<file path="config.mk">
export PLATFORM = sky130hd
export DESIGN_NAME = multicycle_control
export DESIGN_NICKNAME = d
export VERILOG_FILES = /design/src/rtl/multicycle_control.sv
export SDC_FILE = /design/constraint.sdc
export NUM_CORES = 1
export LEC_CHECK = 0
export BUFFER_PORTS_ARGS = -buffer_cell sky130_fd_sc_hd__buf_2
export CAP_MARGIN = 15
export CORE_MARGIN = 4
export CORE_UTILIZATION = 39
export DETAILED_ROUTE_END_ITERATION = 8
export PLACE_DENSITY_LB_ADDON = 0.08
export SLEW_MARGIN = 20
export SYNTH_ARGS = -nofsm -noshare
export SYNTH_HDL_FRONTEND = slang
export SYNTH_SLANG_ARGS = --single-unit
</file>
<file path="constraint.sdc">
create_clock -name clk -period 1.2 [get_ports clk]
set_input_delay 0.18 -clock clk [delete_from_list [all_inputs] [get_ports clk]]
set_output_delay 0.18 -clock clk [all_outputs]
set_load 0.1 [all_outputs]
</file>
<file path="src/rtl/multicycle_control.sv">
// multicycle_control
//   Multicycle MIPS control FSM. It sequences the shared datapath through
//   fetch, decode, address/execute, memory and writeback states, and waits
//   on a single unified memory port through a mem_req / mem_ready handshake.
//   Supported opcodes: R-type, LW, SW, BEQ, ADDI, J. Any other opcode raises
//   illegal_op for one cycle in DECODE and returns to FETCH.
//
// Ports
//   clk        in   rising-edge clock
//   reset      in   asynchronous active-high; forces FETCH and all outputs 0
//   opcode     in   [5:0] IR[31:26], stable from DECODE until the next FETCH
//   zero       in   ALU zero flag
//   mem_ready  in   memory completes the current request this cycle
//   mem_req    out  memory access request
//   iord       out  memory address select (0=PC, 1=ALUOut)
//   memwrite   out  memory write strobe, valid with mem_req
//   irwrite    out  instruction register load
//   regdst     out  write register select (1=rd, 0=rt)
//   memtoreg   out  writeback data select (1=Data, 0=ALUOut)
//   regwrite   out  register file write
//   alusrca    out  ALU A select (0=PC, 1=A)
//   alusrcb    out  [1:0] ALU B select (00=B, 01=4, 10=SignImm, 11=SignImm<<2)
//   aluop      out  [1:0] 00=add, 01=sub, 10=funct
//   pcsrc      out  [1:0] 00=ALUResult, 01=ALUOut, 10=jump target
//   pcen       out  PC load = pcwrite | (branch & zero)
//   illegal_op out  one-cycle pulse in DECODE on an unsupported opcode
//   state      out  [3:0] current state encoding (debug)

module multicycle_control (
   input  logic       clk,
   input  logic       reset,
   input  logic [5:0] opcode,
   input  logic       zero,
   input  logic       mem_ready,
   output logic       mem_req,
   output logic       iord,
   output logic       memwrite,
   output logic       irwrite,
   output logic       regdst,
   output logic       memtoreg,
   output logic       regwrite,
   output logic       alusrca,
   output logic [1:0] alusrcb,
   output logic [1:0] aluop,
   output logic [1:0] pcsrc,
   output logic       pcen,
   output logic       illegal_op,
   output logic [3:0] state
);

   typedef enum logic [3:0] {
      S_FETCH   = 4'd0,
      S_DECODE  = 4'd1,
      S_MEMADR  = 4'd2,
      S_MEMRD   = 4'd3,
      S_MEMWB   = 4'd4,
      S_MEMWR   = 4'd5,
      S_EXECUTE = 4'd6,
      S_ALUWB   = 4'd7,
      S_BRANCH  = 4'd8,
      S_ADDIEX  = 4'd9,
      S_ADDIWB  = 4'd10,
      S_JUMP    = 4'd11
   } state_t;

   localparam logic [5:0] OP_R    = 6'b000000;
   localparam logic [5:0] OP_LW   = 6'b100011;
   localparam logic [5:0] OP_SW   = 6'b101011;
   localparam logic [5:0] OP_BEQ  = 6'b000100;
   localparam logic [5:0] OP_ADDI = 6'b001000;
   localparam logic [5:0] OP_J    = 6'b000010;

   state_t state_q;
   state_t state_d;
   logic   pcwrite;
   logic   branch;

   always_ff @(posedge clk or posedge reset) begin
      if (reset) state_q <= S_FETCH;
      else       state_q <= state_d;
   end

   // Next-state logic. Unused encodings 12-15 fall into the default and
   // recover to FETCH on the next edge.
   always_comb begin
      state_d = S_FETCH;
      case (state_q)
         S_FETCH:   state_d = mem_ready ? S_DECODE : S_FETCH;
         S_DECODE: begin
            case (opcode)
               OP_LW, OP_SW: state_d = S_MEMADR;
               OP_R:         state_d = S_EXECUTE;
               OP_BEQ:       state_d = S_BRANCH;
               OP_ADDI:      state_d = S_ADDIEX;
               OP_J:         state_d = S_JUMP;
               default:      state_d = S_FETCH;
            endcase
         end
         S_MEMADR: begin
            if (opcode == OP_LW)      state_d = S_MEMRD;
            else if (opcode == OP_SW) state_d = S_MEMWR;
            else                      state_d = S_FETCH;
         end
         S_MEMRD:   state_d = mem_ready ? S_MEMWB : S_MEMRD;
         S_MEMWB:   state_d = S_FETCH;
         S_MEMWR:   state_d = mem_ready ? S_FETCH : S_MEMWR;
         S_EXECUTE: state_d = S_ALUWB;
         S_ALUWB:   state_d = S_FETCH;
         S_BRANCH:  state_d = S_FETCH;
         S_ADDIEX:  state_d = S_ADDIWB;
         S_ADDIWB:  state_d = S_FETCH;
         S_JUMP:    state_d = S_FETCH;
         default:   state_d = S_FETCH;
      endcase
   end

   // Output decode. Everything is held at 0 while reset is high so that an
   // abandoned MEMWR cannot leave a write strobe on the bus, even though the
   // state register already reads FETCH.
   always_comb begin
      mem_req    = 1'b0;
      iord       = 1'b0;
      memwrite   = 1'b0;
      irwrite    = 1'b0;
      regdst     = 1'b0;
      memtoreg   = 1'b0;
      regwrite   = 1'b0;
      alusrca    = 1'b0;
      alusrcb    = 2'b00;
      aluop      = 2'b00;
      pcsrc      = 2'b00;
      illegal_op = 1'b0;
      pcwrite    = 1'b0;
      branch     = 1'b0;
      if (!reset) begin
         case (state_q)
            S_FETCH: begin
               mem_req = 1'b1;
               alusrcb = 2'b01;
               irwrite = mem_ready;
               pcwrite = mem_ready;
            end
            S_DECODE: begin
               alusrcb = 2'b11;
               illegal_op = !(opcode == OP_R  || opcode == OP_LW   ||
                              opcode == OP_SW || opcode == OP_BEQ  ||
                              opcode == OP_ADDI || opcode == OP_J);
            end
            S_MEMADR: begin
               alusrca = 1'b1;
               alusrcb = 2'b10;
            end
            S_MEMRD: begin
               mem_req = 1'b1;
               iord    = 1'b1;
            end
            S_MEMWB: begin
               memtoreg = 1'b1;
               regwrite = 1'b1;
            end
            S_MEMWR: begin
               mem_req  = 1'b1;
               iord     = 1'b1;
               memwrite = 1'b1;
            end
            S_EXECUTE: begin
               alusrca = 1'b1;
               aluop   = 2'b10;
            end
            S_ALUWB: begin
               regdst   = 1'b1;
               regwrite = 1'b1;
            end
            S_BRANCH: begin
               alusrca = 1'b1;
               aluop   = 2'b01;
               pcsrc   = 2'b01;
               branch  = 1'b1;
            end
            S_ADDIEX: begin
               alusrca = 1'b1;
               alusrcb = 2'b10;
            end
            S_ADDIWB: begin
               regwrite = 1'b1;
            end
            S_JUMP: begin
               pcsrc   = 2'b10;
               pcwrite = 1'b1;
            end
            default: ;
         endcase
      end
   end

   assign pcen  = pcwrite | (branch & zero);
   assign state = state_q;

endmodule
</file>
==> results of run 1 <==
-- cells by family after synthesis --
logic type,after synthesis,share of synthesized area [%]
multiplexers,1,1.70
XOR/XNOR,4,5.95
flip-flops,4,17.0
AO/OA/AOI/OAI,17,20.2
buffers and inverters,9,8.07
AND/OR/NAND/NOR,47,47.1
-- metrics by stage --
step | worst slack, ns | hold slack [ns]
after floorplan | -0.997 | 0.257
after global placement | -0.293 | 0.271
==> flow_metrics.py, run 1 <==
metrics = {
    "floorplanning": {
        "design.portCount": 30,
        "floorplan.die.width_um": 46.9,
        "site_rows": 13,
        "die_h_um": 46.9,
        "floorplan.initialDensity_pct": 43.1,
    },
    "status": {
        "failing_step": "detailed placement (3_5_place_dp)",
        "run_status": "aborted with a tool error",
        "first-error": "[ERROR DPL-0038] Utilization greater than 100%, impossible to legalize",
    },
    "logic_synthesis": {
        "synth_fp_nets": 92,
        "ys.warnings.count": 0,
        "yosysMostFrequentCell": "sky130_fd_sc_hd__nor2b_1",
        "synth_top_area_cell": "sky130_fd_sc_hd__dfrtp_1",
        "synth.area.top_cells": "sky130_fd_sc_hd__dfrtp_1 (17%), sky130_fd_sc_hd__nor2b_1 (8.5%), sky130_fd_sc_hd__nor3_1 (5.9%)",
        "post_synth_instance_area_um2": 589,
        "synth_largest_type_area_fraction_pct": 17.0,
        "yosys_most_used_dff": "sky130_fd_sc_hd__dfrtp_1",
        "synth.avg_cell_area_um2": 7.19,
        "async_flop_share_pct": 100,
        "synthDistinctLibCells": 35,
        "yosys_register_bits": 4,
        "ys_seq_area_share_pct": 17.0,
        "synth_edf_count": 0,
        "post_synth_most_frequent_cells": "sky130_fd_sc_hd__nor2b_1 (8), sky130_fd_sc_hd__nor3_1 (7), sky130_fd_sc_hd__buf_2 (5), sky130_fd_sc_hd__nand2_1 (5), sky130_fd_sc_hd__nor2_1 (5)",
        "synthCells": 82,
    },
    "place": {
        "portBuffers": 29,
        "place.gp.congestion": 0.930,
    },
}
==> run 2: changes to the inputs <==
- CORE_AREA: not set -> 4 4 65 67
- CORE_MARGIN: 4 -> not set
- CORE_UTILIZATION: 39 -> not set
- DIE_AREA: not set -> 0 0 69 71
- PLACE_DENSITY_LB_ADDON: 0.08 -> 0.15
- clock period: 1.2 -> 1.6 ns (I/O delays scaled with it)
==> run 2 against run 1 <==
Effect of this change:
- the flow now finishes, with violations (negative setup slack)
- area after synthesis unchanged
- synthesized cell count unchanged
==> flow_metrics.py, run 2 <==
metrics = {
    "status": {
        "run_status": "finished, violations left",
        "violations": "negative setup slack",
    },
    "pwr": {
        "power.ir.vdd_worst_v": 0.000184,
        "pwr-share-clk_pct": 22.7,
        "fin_total_pwr_uw": 904,
        "internal_power_uw": 500,
        "power.share.sequential_pct": 14.8,
        "p_per_area_mw_per_mm2": 615,
        "power_switching_share_pct": 44.7,
        "power.share.combinational_pct": 62.4,
        "switchingPower_uw": 404,
        "power.static_leakage_uw": 0.000559,
    },
    "sta": {
        "final-hold-violation-count": 0,
        "post-route-period-util_pct": 111,
        "tns_ns": -1.60,
        "setup_ws_ns": -0.182,
        "endpoints_failing_setup": 14,
        "timing.clock.skew_ns": 0.000612,
        "layout_min_cycle_time_ns": 1.78,
        "max_clock_freq_mhz": 561,
        "maxSlewViolCount": 0,
        "worstMarginPinSlew_ns": 0.290,
        "setup_repair_after_global_routing_missed_its_margin": "yes",
        "slew-limit-headroom_pct": 80.1,
    },
    "route": {
        "initialDrtViolationCount": 11,
        "detail_route.drc_violations": 0,
        "routed-via-count": 797,
        "routed_wl_um": 2360,
        "drtAntennaViolNets": 0,
        "drt-vias-per-instance": 4.50,
        "route.detailed.wl_per_inst_um": 13.3,
        "drt_pre_antenna_iters": 3,
    },
    "clock_tree": {
        "cts.reportedPaths.clkPinSlew_ns": 0.03,
        "cts_tree": "built",
        "clockRootBuffer": "sky130_fd_sc_hd__clkbuf_8",
        "max-clock-path-buffers": 2,
        "clkSinkCount": 4,
        "clk-insertion-delay-late_ns": 0.21,
        "cts_max_level": 1,
        "tritoncts.num_buffers": 3,
    },
    "floorplanning": {
        "die_h_um": 71,
        "site_rows": 22,
        "fp.coreArea_mm2": 0.00363,
        "floorplan.initialDensity_pct": 16.2,
        "design.portCount": 30,
        "die_area_mm2": 0.00490,
        "floorplan.die.width_um": 69,
    },
    "final_layout": {
        "flow.area_growth_from_synthesis_pct": 149,
        "final_cell_count_no_fill": 177,
        "num_antenna_cells": 0,
        "most_common_cell_after_layout_fill_and_taps_aside": "sky130_fd_sc_hd__buf_12",
        "finalNetCount": 141,
        "post_route_cells_drive_above_1_share_pct": 69.0,
        "final_cell_mix": "sky130_fd_sc_hd__buf_12 (20), sky130_fd_sc_hd__buf_4 (19), sky130_fd_sc_hd__buf_2 (9)",
        "largest_reg_flops": 4,
        "final_cell_area_mm2": 0.00147,
        "layout.filler_cells": 373,
    },
    "logic_synthesis": {
        "yosys_most_used_dff": "sky130_fd_sc_hd__dfrtp_1",
        "synth_largest_type_area_fraction_pct": 17.0,
        "post_synth_instance_area_um2": 589,
        "async_flop_share_pct": 100,
        "ys.warnings.count": 0,
        "synth_top_area_cell": "sky130_fd_sc_hd__dfrtp_1",
        "synth_edf_count": 0,
        "ys_seq_area_share_pct": 17.0,
        "synth_fp_nets": 92,
        "post_synth_most_frequent_cells": "sky130_fd_sc_hd__nor2b_1 (8), sky130_fd_sc_hd__nor3_1 (7), sky130_fd_sc_hd__buf_2 (5), sky130_fd_sc_hd__nand2_1 (5), sky130_fd_sc_hd__nor2_1 (5)",
        "yosys_register_bits": 4,
        "synthDistinctLibCells": 35,
        "synth.avg_cell_area_um2": 7.19,
        "yosysMostFrequentCell": "sky130_fd_sc_hd__nor2b_1",
        "synth.area.top_cells": "sky130_fd_sc_hd__dfrtp_1 (17%), sky130_fd_sc_hd__nor2b_1 (8.5%), sky130_fd_sc_hd__nor3_1 (5.9%)",
        "synthCells": 82,
    },
    "grt": {
        "grt_pass1_vias": 827,
        "pin_count_of_the_biggest_net_entering_global_routing": 12,
        "grt_antenna_before_repair": 0,
        "globalRouteOverflowTotal": 0,
        "grt_pass1_wl_um": 4040,
        "combined_global_route_utilization_of_all_metal_layers_pct": 10.1,
    },
    "place": {
        "place_worst_setup_slack_ns": 0.00120,
        "portBuffers": 29,
        "place.gp.congestion": 0.779,
        "dp_cells": 169,
        "placed_cell_area_mm2": 0.00134,
        "hpwl_um": 1940,
    },
    "setup_path": {
        "worstPathArrival_ns": 1.54,
        "worstPathRequired_ns": 1.36,
        "r2r.worst_path.cells": 6,
        "timing.critical_path.fanout_max": 8,
        "critical_path_start_type": "flop",
        "end_of_the_worst_register_to_register_path": "state[1]",
        "crit_type": "reg -> out",
        "cp-end-kind": "primary output",
        "ff2ff_setup_slack_ns": 0.10,
        "worst_r2r_startpoint": "state[0]",
    },
    "worst_hold_path": {
        "min-delay-path-class": "in -> async",
    },
    "flow_run": {
        "drv_cap": 0,
    },
}
run 2: power groups by stage:
stage	clock network [uW]	registers (uW)	logic [uW]
after CTS	210	133	557
after global placement	0	135	530
final	205	134	564
after global routing	220	136	590
after floorplan	0	172	305
after detailed placement	0	137	531
run 2: area by class of cell:
cell class,count,area (um^2),area share [%]
multi-input combinational,69,624,42.5
clock buffer,3,41.3,2.81
inverter,3,17.5,1.19
tap,48,60.1,4.09
sequential,4,115,7.84
timing repair buffer,50,611,41.6
run 2: kinds of logic (layout without fill, tap and decap cells):
family	Yosys count	after routing	synth area share [%]
AND/OR/NAND/NOR	47	47	47.1
AO/OA/AOI/OAI	17	17	20.2
buffers and inverters	9	56	8.07
XOR/XNOR	4	4	5.95
flip-flops	4	4	17.0
multiplexers	1	1	1.70
run 2: repair_timing:
| item | CTS | global route |
|---|---|---|
| cloned | 0 | 0 |
| pin swaps | 1 | 2 |
| buffers inserted | 4 | 1 |
| endpoints found under the setup margin | 14 | 16 |
| hold buffers | 0 | 0 |
| resized for setup | 5 | 10 |
| hold endpoints to repair | 0 | 0 |
run 2: layer usage:
layer	vias to the layer above	wire, um	track usage [%]
met1	395	987	11.6
met5	-	0	0
met3	2	76	3.27
met2	9	1290	17.9
met4	0	7	2.82
li1	391	-	-
run 2: worst max path at each step:
stage | from | end | slack [ns] | cells past startpoint
after detailed placement | state[0] | mem_req | 0.001 | 4
after CTS | state[0] | alusrcb[1] | -0.19 | 4
after global routing | state[0] | alusrcb[1] | -0.22 | 4
after global placement | state[0] | alusrcb[1] | 0.01 | 4
final | state[0] | alusrcb[1] | -0.18 | 4
after floorplan | state[1] | pcen | -0.66 | 5
run 2: stage by stage:
| step | hold slack, ns | utilization, % |
|---|---|---|
| after floorplan | 0.317 | - |
| after global placement | 0.398 | 36.9 |
| after detailed placement | 0.395 | 36.9 |
| after CTS | 0.188 | 39.3 |
| after global routing | 0.279 | 40.4 |
| final | 0.226 | 40.4 |
run 2: critical path, cell delays in order (launching register included):
cell and delay (ns):
sky130_fd_sc_hd__dfrtp_4 0.52, sky130_fd_sc_hd__and2b_1 0.24, sky130_fd_sc_hd__nand2_2 0.08, sky130_fd_sc_hd__a211oi_4 0.28
sky130_fd_sc_hd__buf_12 0.21
(Power assumes the default switching activity.)
==> run 3: changes to the inputs <==
- SETUP_SLACK_MARGIN: not set -> 0.2
==> run 3 against run 2 <==
Effect of this change:
- the run still ends with negative setup slack left
- routed wire length fell by 4.5%
- total power is 1.1% higher
- first-iteration DRC count is 9.1% higher
- count of clock-buffer cells in the layout stayed put
- final area stayed put
- largest cell class unchanged
==> flow_metrics.py, run 3 (synthesis gave the netlist of run 2 again) <==
metrics = {
    "clock_tree": {
        "holdBufCountCts": 0,
        "clkSinkCount": 4,
        "clockRootBuffer": "sky130_fd_sc_hd__clkbuf_8",
        "cts_max_level": 1,
        "tritoncts.num_buffers": 3,
        "cts_tree": "built",
        "cts.reportedPaths.clkPinSlew_ns": 0.03,
        "clk-insertion-delay-late_ns": 0.22,
        "max-clock-path-buffers": 2,
    },
    "status": {
        "run_status": "finished, violations left",
        "violations": "negative setup slack",
    },
    "grt": {
        "combined_global_route_utilization_of_all_metal_layers_pct": 9.40,
        "grt_pass1_vias": 776,
        "grt_pass1_wl_um": 3730,
        "pin_count_of_the_biggest_net_entering_global_routing": 12,
        "grt_antenna_before_repair": 0,
        "globalRouteOverflowTotal": 0,
    },
    "sta": {
        "layout_min_cycle_time_ns": 1.79,
        "setup_ws_ns": -0.191,
        "worstMarginPinSlew_ns": 0.333,
        "final-hold-violation-count": 0,
        "timing.clock.skew_ns": 0.00107,
        "post-route-period-util_pct": 112,
        "endpoints_failing_setup": 16,
        "max_clock_freq_mhz": 558,
        "slew-limit-headroom_pct": 77.2,
        "maxSlewViolCount": 0,
        "setup_repair_after_global_routing_missed_its_margin": "yes",
    },
    "final_layout": {
        "final_cell_area_mm2": 0.00147,
        "final_cell_count_no_fill": 176,
        "layout.filler_cells": 359,
        "final_cell_mix": "sky130_fd_sc_hd__buf_12 (20), sky130_fd_sc_hd__buf_4 (16), sky130_fd_sc_hd__buf_2 (9)",
        "most_common_cell_after_layout_fill_and_taps_aside": "sky130_fd_sc_hd__buf_12",
        "multi_input_comb_area_um2": 627,
        "largest_reg_flops": 4,
        "finalNetCount": 140,
        "num_antenna_cells": 0,
        "post_route_cells_drive_above_1_share_pct": 70.3,
        "area_taken_by_flip_flops_and_latches_um2": 115,
        "flow.area_growth_from_synthesis_pct": 149,
    },
    "route": {
        "wl_met2_um": 1180,
        "drt_pre_antenna_iters": 3,
        "drt-met1-wl_um": 957,
        "route.top_layer_used": "met4",
        "drtAntennaViolNets": 0,
        "initialDrtViolationCount": 12,
        "routed-via-count": 766,
        "routed_wl_um": 2250,
        "detail_route.drc_violations": 0,
        "drt-vias-per-instance": 4.35,
        "route.detailed.wl_per_inst_um": 12.8,
        "route.met3.wl_um": 83,
    },
    "place": {
        "portBuffers": 29,
        "hpwl_um": 1870,
        "place.gp.congestion": 0.834,
        "place_worst_setup_slack_ns": 0.00535,
        "dp_cells": 169,
        "placed_cell_area_mm2": 0.00134,
    },
    "pwr": {
        "power.ir.vdd_worst_v": 0.000279,
        "p_per_area_mw_per_mm2": 622,
        "power.static_leakage_uw": 0.000555,
    },
    "floorplanning": {
        "site_rows": 22,
        "die_area_mm2": 0.00490,
        "die_h_um": 71,
        "fp.coreArea_mm2": 0.00363,
        "floorplan.die.width_um": 69,
        "floorplan.initialDensity_pct": 16.2,
        "design.portCount": 30,
    },
    "setup_path": {
        "worstPathRequired_ns": 1.36,
        "worstPathArrival_ns": 1.55,
        "cp-end-kind": "primary output",
        "crit_type": "reg -> out",
        "timing.critical_path.fanout_max": 6,
        "critical_path_start_type": "flop",
    },
    "worst_hold_path": {
        "min-delay-path-class": "in -> async",
    },
    "flow_run": {
        "drv_cap": 0,
    },
}
run 3: changes by cell type in the layout (fill, tap and decap cells not counted), sizes merged:
cell and delta:
buf -1
run 3: path summary, 6_finish.rpt:
kind / slack (ns) / start / end / depth (start not counted)
max in group asynchronous: 1.31 / reset / state[0] / 3
max: -0.19 / state[0] / illegal_op / 5
min: 0.17 / reset / state[3] / 3
min in group clk: 0.41 / opcode[4] / state[3] / 4
min reg2reg: 0.72 / state[2] / state[3] / 2
max reg2reg: 0.23 / state[0] / state[2] / 5
run 3: metrics by stage:
step	setup TNS [ns]	hold WS (ns)	power, uW	utilization (%)
after floorplan	-6.16	0.317	478	-
after global placement	0	0.402	654	36.8
after detailed placement	0	0.381	650	36.8
after CTS	-2.06	0.166	899	39.3
after global routing	-3.02	0.216	957	40.4
final	-2.02	0.169	914	40.4
run 3: cell type report:
type	count	area share, %
multi-input cells	69	42.7
clock buffers	3	2.81
inverters	3	1.02
repair buffers	49	41.6
flip-flops and latches	4	7.84
well taps	48	4.09
run 3: layer usage:
| layer | up-vias | global-route usage (%) |
|---|---|---|
| met5 | - | 0 |
| met4 | 0 | 3.25 |
| met3 | 2 | 2.27 |
| met2 | 15 | 17.1 |
| met1 | 360 | 10.7 |
| li1 | 389 | - |
run 3: worst max-delay path, stage by stage (launching register included):
cell and delay (ns):
sky130_fd_sc_hd__dfrtp_4 0.46, sky130_fd_sc_hd__buf_6 0.13, sky130_fd_sc_hd__nor2b_4 0.16, sky130_fd_sc_hd__and3_4 0.19, sky130_fd_sc_hd__and4_4 0.23, sky130_fd_sc_hd__buf_12 0.17
run 3: what timing repair did:
| action | 4_1_cts | 5_1_grt |
|---|---|---|
| resized for setup | 9 | 9 |
| setup endpoints to repair | 17 | 21 |
| pin swaps | 3 | 2 |
| setup buffers | 3 | 1 |
| hold endpoints to repair | 0 | 0 |
run 3: report_power, final:
| group | internal [uW] | switching [uW] | total [uW] |
|---|---|---|---|
| Clock | 160 | 52.4 | 213 |
| Sequential | 113 | 18.4 | 131 |
| Combinational | 233 | 336 | 570 |
| Total | 507 | 407 | 914 |
